$ cat src/rtl/key_pkg.sv
// Shared constants and helpers for the key_scan_array push-button conditioner.
package key_pkg;

  localparam int unsigned KEY_DEB_DEFAULT    = 1_000_000;
  localparam int unsigned KEY_LONG_DEFAULT   = 50_000_000;
  localparam int unsigned KEY_REPEAT_DEFAULT = 10_000_000;

  // Counter width able to hold v-1, never narrower than one bit.
  function automatic int unsigned clog2_min1(input int unsigned v);
    return (v <= 2) ? 1 : $clog2(v);
  endfunction

endpackage

$ cat src/rtl/key_chan.sv
// One key channel: two-flop synchroniser, debounce filter, press/release pulses and,
// when KEY_LONGPRESS_EN is defined, a hold counter producing long-press/auto-repeat pulses.
module key_chan
  import key_pkg::*;
#(
  parameter int unsigned DEB_CYCLES    = KEY_DEB_DEFAULT,
  parameter bit          ACTIVE_LOW    = 1'b1,
  parameter int unsigned LONG_CYCLES   = KEY_LONG_DEFAULT,
  parameter int unsigned REPEAT_CYCLES = KEY_REPEAT_DEFAULT
) (
  input  logic clk_i,
  input  logic rst_ni,
  input  logic key_i,
  output logic status_o,
  output logic press_o,
  output logic release_o,
  output logic long_o,
  output logic repeat_o
);

  localparam int unsigned DW = clog2_min1(DEB_CYCLES);
  localparam logic [DW-1:0] DEB_LAST = DW'(DEB_CYCLES - 1);

  logic          raw;
  logic          s1_q, s2_q;
  logic [DW-1:0] cnt_q, cnt_d;
  logic          status_q, status_d;
  logic          press_q, press_d;
  logic          release_q, release_d;
  logic          accept;

  // Internally 1 always means pressed.
  assign raw = ACTIVE_LOW ? ~key_i : key_i;

  always_ff @(posedge clk_i or negedge rst_ni) begin
    if (!rst_ni) begin
      s1_q      <= 1'b0;
      s2_q      <= 1'b0;
      cnt_q     <= '0;
      status_q  <= 1'b0;
      press_q   <= 1'b0;
      release_q <= 1'b0;
    end else begin
      s1_q      <= raw;
      s2_q      <= s1_q;
      cnt_q     <= cnt_d;
      status_q  <= status_d;
      press_q   <= press_d;
      release_q <= release_d;
    end
  end

  assign accept = (s2_q != status_q) && (cnt_q == DEB_LAST);

  // Any cycle where the synchronised level agrees with the status restarts the count.
  always_comb begin
    cnt_d     = '0;
    status_d  = status_q;
    press_d   = 1'b0;
    release_d = 1'b0;
    if (accept) begin
      status_d  = s2_q;
      press_d   = s2_q;
      release_d = ~s2_q;
    end else if (s2_q != status_q) begin
      cnt_d = cnt_q + 1'b1;
    end
  end

  assign status_o  = status_q;
  assign press_o   = press_q;
  assign release_o = release_q;

`ifdef KEY_LONGPRESS_EN
  localparam int unsigned HMAX = (LONG_CYCLES > REPEAT_CYCLES) ? LONG_CYCLES : REPEAT_CYCLES;
  localparam int unsigned HW   = clog2_min1(HMAX);
  localparam logic [HW-1:0] LONG_LAST = HW'(LONG_CYCLES - 1);
  localparam logic [HW-1:0] REP_LAST  = HW'(REPEAT_CYCLES - 1);

  logic [HW-1:0] hold_q, hold_d;
  logic          rep_phase_q, rep_phase_d;
  logic          long_q, long_d;
  logic          repeat_q, repeat_d;

  always_ff @(posedge clk_i or negedge rst_ni) begin
    if (!rst_ni) begin
      hold_q      <= '0;
      rep_phase_q <= 1'b0;
      long_q      <= 1'b0;
      repeat_q    <= 1'b0;
    end else begin
      hold_q      <= hold_d;
      rep_phase_q <= rep_phase_d;
      long_q      <= long_d;
      repeat_q    <= repeat_d;
    end
  end

  // Press edge, release edge and idle all park the counter; only a steady hold counts.
  always_comb begin
    hold_d      = hold_q;
    rep_phase_d = rep_phase_q;
    long_d      = 1'b0;
    repeat_d    = 1'b0;
    if (accept || !status_q) begin
      hold_d      = '0;
      rep_phase_d = 1'b0;
    end else if (!rep_phase_q) begin
      if (hold_q == LONG_LAST) begin
        long_d      = 1'b1;
        hold_d      = '0;
        rep_phase_d = 1'b1;
      end else begin
        hold_d = hold_q + 1'b1;
      end
    end else begin
      if (hold_q == REP_LAST) begin
        repeat_d = 1'b1;
        hold_d   = '0;
      end else begin
        hold_d = hold_q + 1'b1;
      end
    end
  end

  assign long_o   = long_q;
  assign repeat_o = repeat_q;
`else
  assign long_o   = 1'b0;
  assign repeat_o = 1'b0;
`endif

endmodule

$ cat src/rtl/key_scan_array.sv
// Bank of KEY_NUM independent debounced key channels plus an any-key-pressed flag.
// Long-press/auto-repeat outputs are live only when KEY_LONGPRESS_EN is defined.
module key_scan_array
  import key_pkg::*;
#(
  parameter int unsigned KEY_NUM       = 4,
  parameter int unsigned DEB_CYCLES    = KEY_DEB_DEFAULT,
  parameter bit          ACTIVE_LOW    = 1'b1,
  parameter int unsigned LONG_CYCLES   = KEY_LONG_DEFAULT,
  parameter int unsigned REPEAT_CYCLES = KEY_REPEAT_DEFAULT
) (
  input  logic               sys_clk,
  input  logic               sys_rst,
  input  logic [KEY_NUM-1:0] key_in,
  output logic [KEY_NUM-1:0] key_status,
  output logic [KEY_NUM-1:0] key_press,
  output logic [KEY_NUM-1:0] key_release,
  output logic [KEY_NUM-1:0] key_long,
  output logic [KEY_NUM-1:0] key_repeat,
  output logic               key_any
);

  for (genvar g = 0; g < KEY_NUM; g++) begin : g_chan
    key_chan #(
      .DEB_CYCLES   (DEB_CYCLES),
      .ACTIVE_LOW   (ACTIVE_LOW),
      .LONG_CYCLES  (LONG_CYCLES),
      .REPEAT_CYCLES(REPEAT_CYCLES)
    ) u_chan (
      .clk_i    (sys_clk),
      .rst_ni   (sys_rst),
      .key_i    (key_in[g]),
      .status_o (key_status[g]),
      .press_o  (key_press[g]),
      .release_o(key_release[g]),
      .long_o   (key_long[g]),
      .repeat_o (key_repeat[g])
    );
  end

  assign key_any = |key_status;

endmodule

$ cat config.mk
export PLATFORM = sky130hd
export DESIGN_NAME = key_scan_array
export DESIGN_NICKNAME = d
export VERILOG_FILES = /design/src/rtl/key_pkg.sv /design/src/rtl/key_chan.sv /design/src/rtl/key_scan_array.sv
export SDC_FILE = /design/constraint.sdc
export NUM_CORES = 1
export LEC_CHECK = 0
export CORE_ASPECT_RATIO = 0.8
export CORE_UTILIZATION = 46
export CTS_BUF_LIST = sky130_fd_sc_hd__clkbuf_16
export DETAILED_ROUTE_END_ITERATION = 16
export PLACE_DENSITY = 0.75
export REMOVE_ABC_BUFFERS = 1
export SLEW_MARGIN = 15
export SYNTH_ARGS = -nofsm -noshare
export SYNTH_HDL_FRONTEND = slang
export SYNTH_SLANG_ARGS = --single-unit
$ cat constraint.sdc
create_clock -name sys_clk -period 4.59 [get_ports sys_clk]
set_input_delay 0.918 -clock sys_clk [delete_from_list [all_inputs] [get_ports sys_clk]]
set_output_delay 0.918 -clock sys_clk [all_outputs]
set_load 0.01 [all_outputs]
-- Word-level counts from Yosys, hierarchy flattened
Cells that the tools add are included.
- mux-type cells: 16
- reductions and logical operators: 5
- bitwise logic cells: 8
- $add $sub $neg: 4
- equal/unequal tests: 8
- operators by type and width (operator ; number):
    $mux W20 ; 8
    $add A20 B1 Y20 const B ; 4
    $eq A20 B20 Y1 const B ; 4
    $mux W1 ; 8
    $not A1 Y1 ; 8
    $logic_and A1 B1 Y1 ; 4
    $ne A1 B1 Y1 ; 4
    $reduce_or A4 Y1 ; 1
- register bits: 100
- output and inout bits: 21
- word-level logic and storage cells: 65

-- Depth between registers and ports, before layout
- depth after elaboration: 3
- depth in mapped cells: 6
- mapped depth without buffers: 5

-- Hierarchy
Synthesis repeated with hierarchy kept, for this count alone.
- cell total of the unflattened synthesis: 485
- area total of the unflattened synthesis: 4927.2 µm²
- modules (own cells, without submodules) (module ; cells an instance ; area an instance (µm²) ; sequential area each (µm²) ; instances):
    key_chan ; 121 ; 1229.9 ; 625.6 ; 4
    key_scan_array ; 1 ; 7.5 ; 0.0 ; 1

-- Worst setup path after synthesis
Ideal clock, no wire load.
- path kind: register to output
- start point: register g_chan[2].u_chan.status_q
- end point: output key_any
- path slack: 2700 ps
- arrival: 972 ps
- stages on the path, launching flop included: 2
- path through: dfrtp_1 or4_1
- word-level cells in the longest chain between the ends: 1
- ends and longest elaborated chain (element ; RTL line ; RTL):
    start: declaration ; key_chan.sv:27 ; logic status_q, status_d;
    start signal: assignment ; key_chan.sv:47 ; status_q <= status_d;
    $reduce_or A4 Y1 ; key_scan_array.sv:41 ; assign key_any = |key_status;
    end: declaration ; key_scan_array.sv:20 ; output logic key_any
Every way passes these cells.

-- Worst setup path after layout
Ends and elaborated chain as after synthesis.

==> out/results.ini <==
[clock_tree]
cts-buffers-inserted = 9
post-cts-setup-buffers = 0
numClockSinks = 100
path_clk_slew_ns = 0.07
clock_path_buffers = 2
clock_latency_ns = 0.35
cts_resized = 0
cts_root_buf = clkbuf_16
cts_tree = done
holdBufCountCts = 0
htree_num_levels = 3

[route]
routed_via_density = 5.468
ant_nets = 0
num_vias = 3494
drcViolationCount = 0
wl_per_cell_um = 14.44
drt-pass1-iter-count = 4
drt-initial-drc-count = 336
wl_um = 9224

[placement]
portBuffers = 18
place_hpwl_um = 6127
place_congestion = 0.8017
dpl.cell_count = 623

[synth]
netlist_area_um2 = 4832
synth_area_leaders = dfrtp_1 52%, xnor2_1 5.6%, nor2_1 4.8%, xor2_1 3.6%, buf_4 3.1%
synth_top_cell_area_share = 0.5179
synth.distinct_cells = 38
synth_warnings = 0
ys_seq_elements = 100
syn-instance-count = 490
synth.largest_area_cell = dfrtp_1
ys_seq_area_frac = 0.5179
synth_area_per_cell_um2 = 9.861

[floorplanning]
core_um2 = 10240
ios = 27
initial_core_util = 0.4719
die_h_um = 93.67
std_cell_rows = 33
die-area_um2 = 10920
die_x_um = 116.6

[setup_path]
worstReg2RegStart = g_chan[0].u_chan.cnt_q[0]
crit_path_max_fanout = 5
rrSetupSlack_ns = 2.25
worst-endpoint-arrival_ns = 1.89
critPathKind = reg -> out
startpoint_type = flip-flop
worstSetupEndpointType = output port
r2r_end = g_chan[0].u_chan.cnt_q[0]
cp.required_ns = 3.67
r2r_cells = 6

[final_layout]
nets = 504
drive_gt1_frac = 0.05812
nFillCells = 917
seqCellArea_um2 = 2502
area_growth_pct = 10.23
final_cells = 639
multiInputGateArea_um2 = 2061
diodes = 0

[pwr]
powerDensity_nw_per_um2 = 329.0
finalPower_mw = 1.752
power.leakage_nw = 2.190
vdd_drop_max_uv = 184.9

[timing]
max_slew_margin = 0.3491
hold_viol_final = 0
clock_skew_ns = 0.009318
rsz0062_at_grt = no
drv_slew = 0
worst_pin_slew_ns = 0.9763
setup_viol = 0
fin_tns_setup_ns = 0
layout_min_cycle_time_ns = 2.813
fin_crit_sh = 0.6128
fmax_ghz = 0.3555

[global_routing]
grt_usage = 0.1854
grt_max_degree = 80
grt_pass1_vias = 3306
grt_first_pass_wirelength_um = 15560
overflow = 0
antenna_found_initial = 0

[worst_hold_path]
hold_class = reg -> reg
hp-start = g_chan[1].u_chan.s1_q
hold_path_end = g_chan[1].u_chan.s2_q
whs_path_depth = 0

[run]
max_cap_violations = 0

[run_status]
status = complete, no violations

## logic make-up (layout without fill, tap and decap cells)
logic type      count (synthesis)  after routing  synth area share
buf+inv                        56             58           0.06111
fa+ha+maj                       4              4           0.01036
flops                         100            100            0.5179
mux                             3              3          0.006991
simple gates                  221            221            0.2460
xor+xnor                       51             51           0.09244
compound gates                 54             54           0.06447
other cells                     1              8         0.0007761
## how the worst max path moves through the flow
stage                     slack [ns]                    endpoint                 startpoint  depth (start not counted)
final                           1.78                     key_any  g_chan[2].u_chan.status_o                          2
after global routing            1.72                     key_any  g_chan[2].u_chan.status_o                          2
after CTS                       1.76                     key_any  g_chan[2].u_chan.status_o                          2
after detailed placement        2.14                     key_any  g_chan[2].u_chan.status_o                          2
after global placement          2.21                     key_any  g_chan[2].u_chan.status_o                          2
after floorplan                 2.04  g_chan[0].u_chan.cnt_q[10]  g_chan[0].u_chan.cnt_q[0]                          5
## cell usage in the layout (no fill, tap or decap), drive strengths merged, types with 3 or more instances in the layout
master         netlist  layout
a21oi               25      25
and3                 9       9
and4                 4       4
and4b                3       3
buf                 23       4
clkbuf              12       9
clkdlybuf4s50        0      17
conb                 1       8
dfrtp              100     100
ha                   4       4
inv                 21      23
mux2                 3       3
nand2               26      26
nand3               29      29
nand4               17      17
nor2                62      62
nor3                11      11
nor4                12      12
nor4b                3       3
o21ai               13      13
o31ai               13      13
or2                  5       5
or3                 14      14
or4                 19      19
xnor2               31      31
xor2                20      20
## cell type report
type                       count  share of cell area
sequential                   100              0.4698
multi-input combinational    341              0.3869
clock inverter                 7             0.01574
inverter                      21             0.01480
timing repair buffer          21             0.03759
tap                          140             0.03289
clock buffer                   9             0.04228
## worst max-delay path: stages, from the launching register on
cell and delay (ns):
dfrtp_1 0.44, or4_1 0.59, clkdlybuf4s50_1 0.51
## cell usage after synthesis
cell type	n
ha_1	4
nand3b_1	1
a21o_1	2
inv_1	21
o31ai_1	13
nor3b_1	2
o21ai_0	13
or2_0	1
nor3_1	11
or4_1	18
clkbuf_1	12
or3_1	14
buf_6	1
and2_1	2
and4b_1	3
buf_4	20
nand4b_1	1
nor4_1	12
or2_2	4
and4_1	3
nor2_1	62
nand2_1	26
and4_2	1
mux2_2	3
nor4b_1	3
or4_2	1
and3_1	9
a31o_2	1
nand4_1	15
xor2_1	20
buf_2	2
nand3_1	29
nand4_2	2
and3b_1	1
xnor2_1	31
a21oi_1	25
dfrtp_1	100
conb_1	1
## power breakdown
part	leakage (nW)	internal (mW)	total (mW)	switching (mW)
Clock	0.155	0.471	0.791	0.320
Sequential	1.37	0.893	0.906	0.0127
Combinational	0.666	0.0159	0.0561	0.0402
Total	2.19	1.38	1.75	0.373
## state kept, by name, summed over array words and instances (netlist names)
name / flops
g_chan.u_chan.press_o: 4
g_chan.u_chan.s2_q: 4
g_chan.u_chan.cnt_q: 80
g_chan.u_chan.s1_q: 4
g_chan.u_chan.release_o: 4
g_chan.u_chan.status_o: 4
## layer usage
| metal | share of wire | up-vias | GRT usage |
|---|---|---|---|
| met3 | 0.038 | 11 | 0.04516 |
| met5 | 0 | - | 0 |
| met1 | 0.46 | 1725 | 0.2408 |
| met4 | 0.013 | 0 | 0.06224 |
| met2 | 0.49 | 63 | 0.3033 |
| li1 | - | 1695 | - |
## through the flow
stage / hold WS, ns / util / area [µm²] / worst slack (ns)
4_1_cts: 0.3512 / 0.5202 / 5326 / 1.762
3_5_place_dp: 0.3362 / 0.4900 / 5017 / 2.142
3_3_place_gp: 0.3326 / 0.4900 / 5017 / 2.206
5_1_grt: 0.3550 / 0.5202 / 5326 / 1.717
6_report: 0.3493 / 0.5202 / 5326 / 1.777
2_1_floorplan: 0.3312 / - / 4642 / 2.036
No activity file was read; power rests on OpenSTA's default activity.
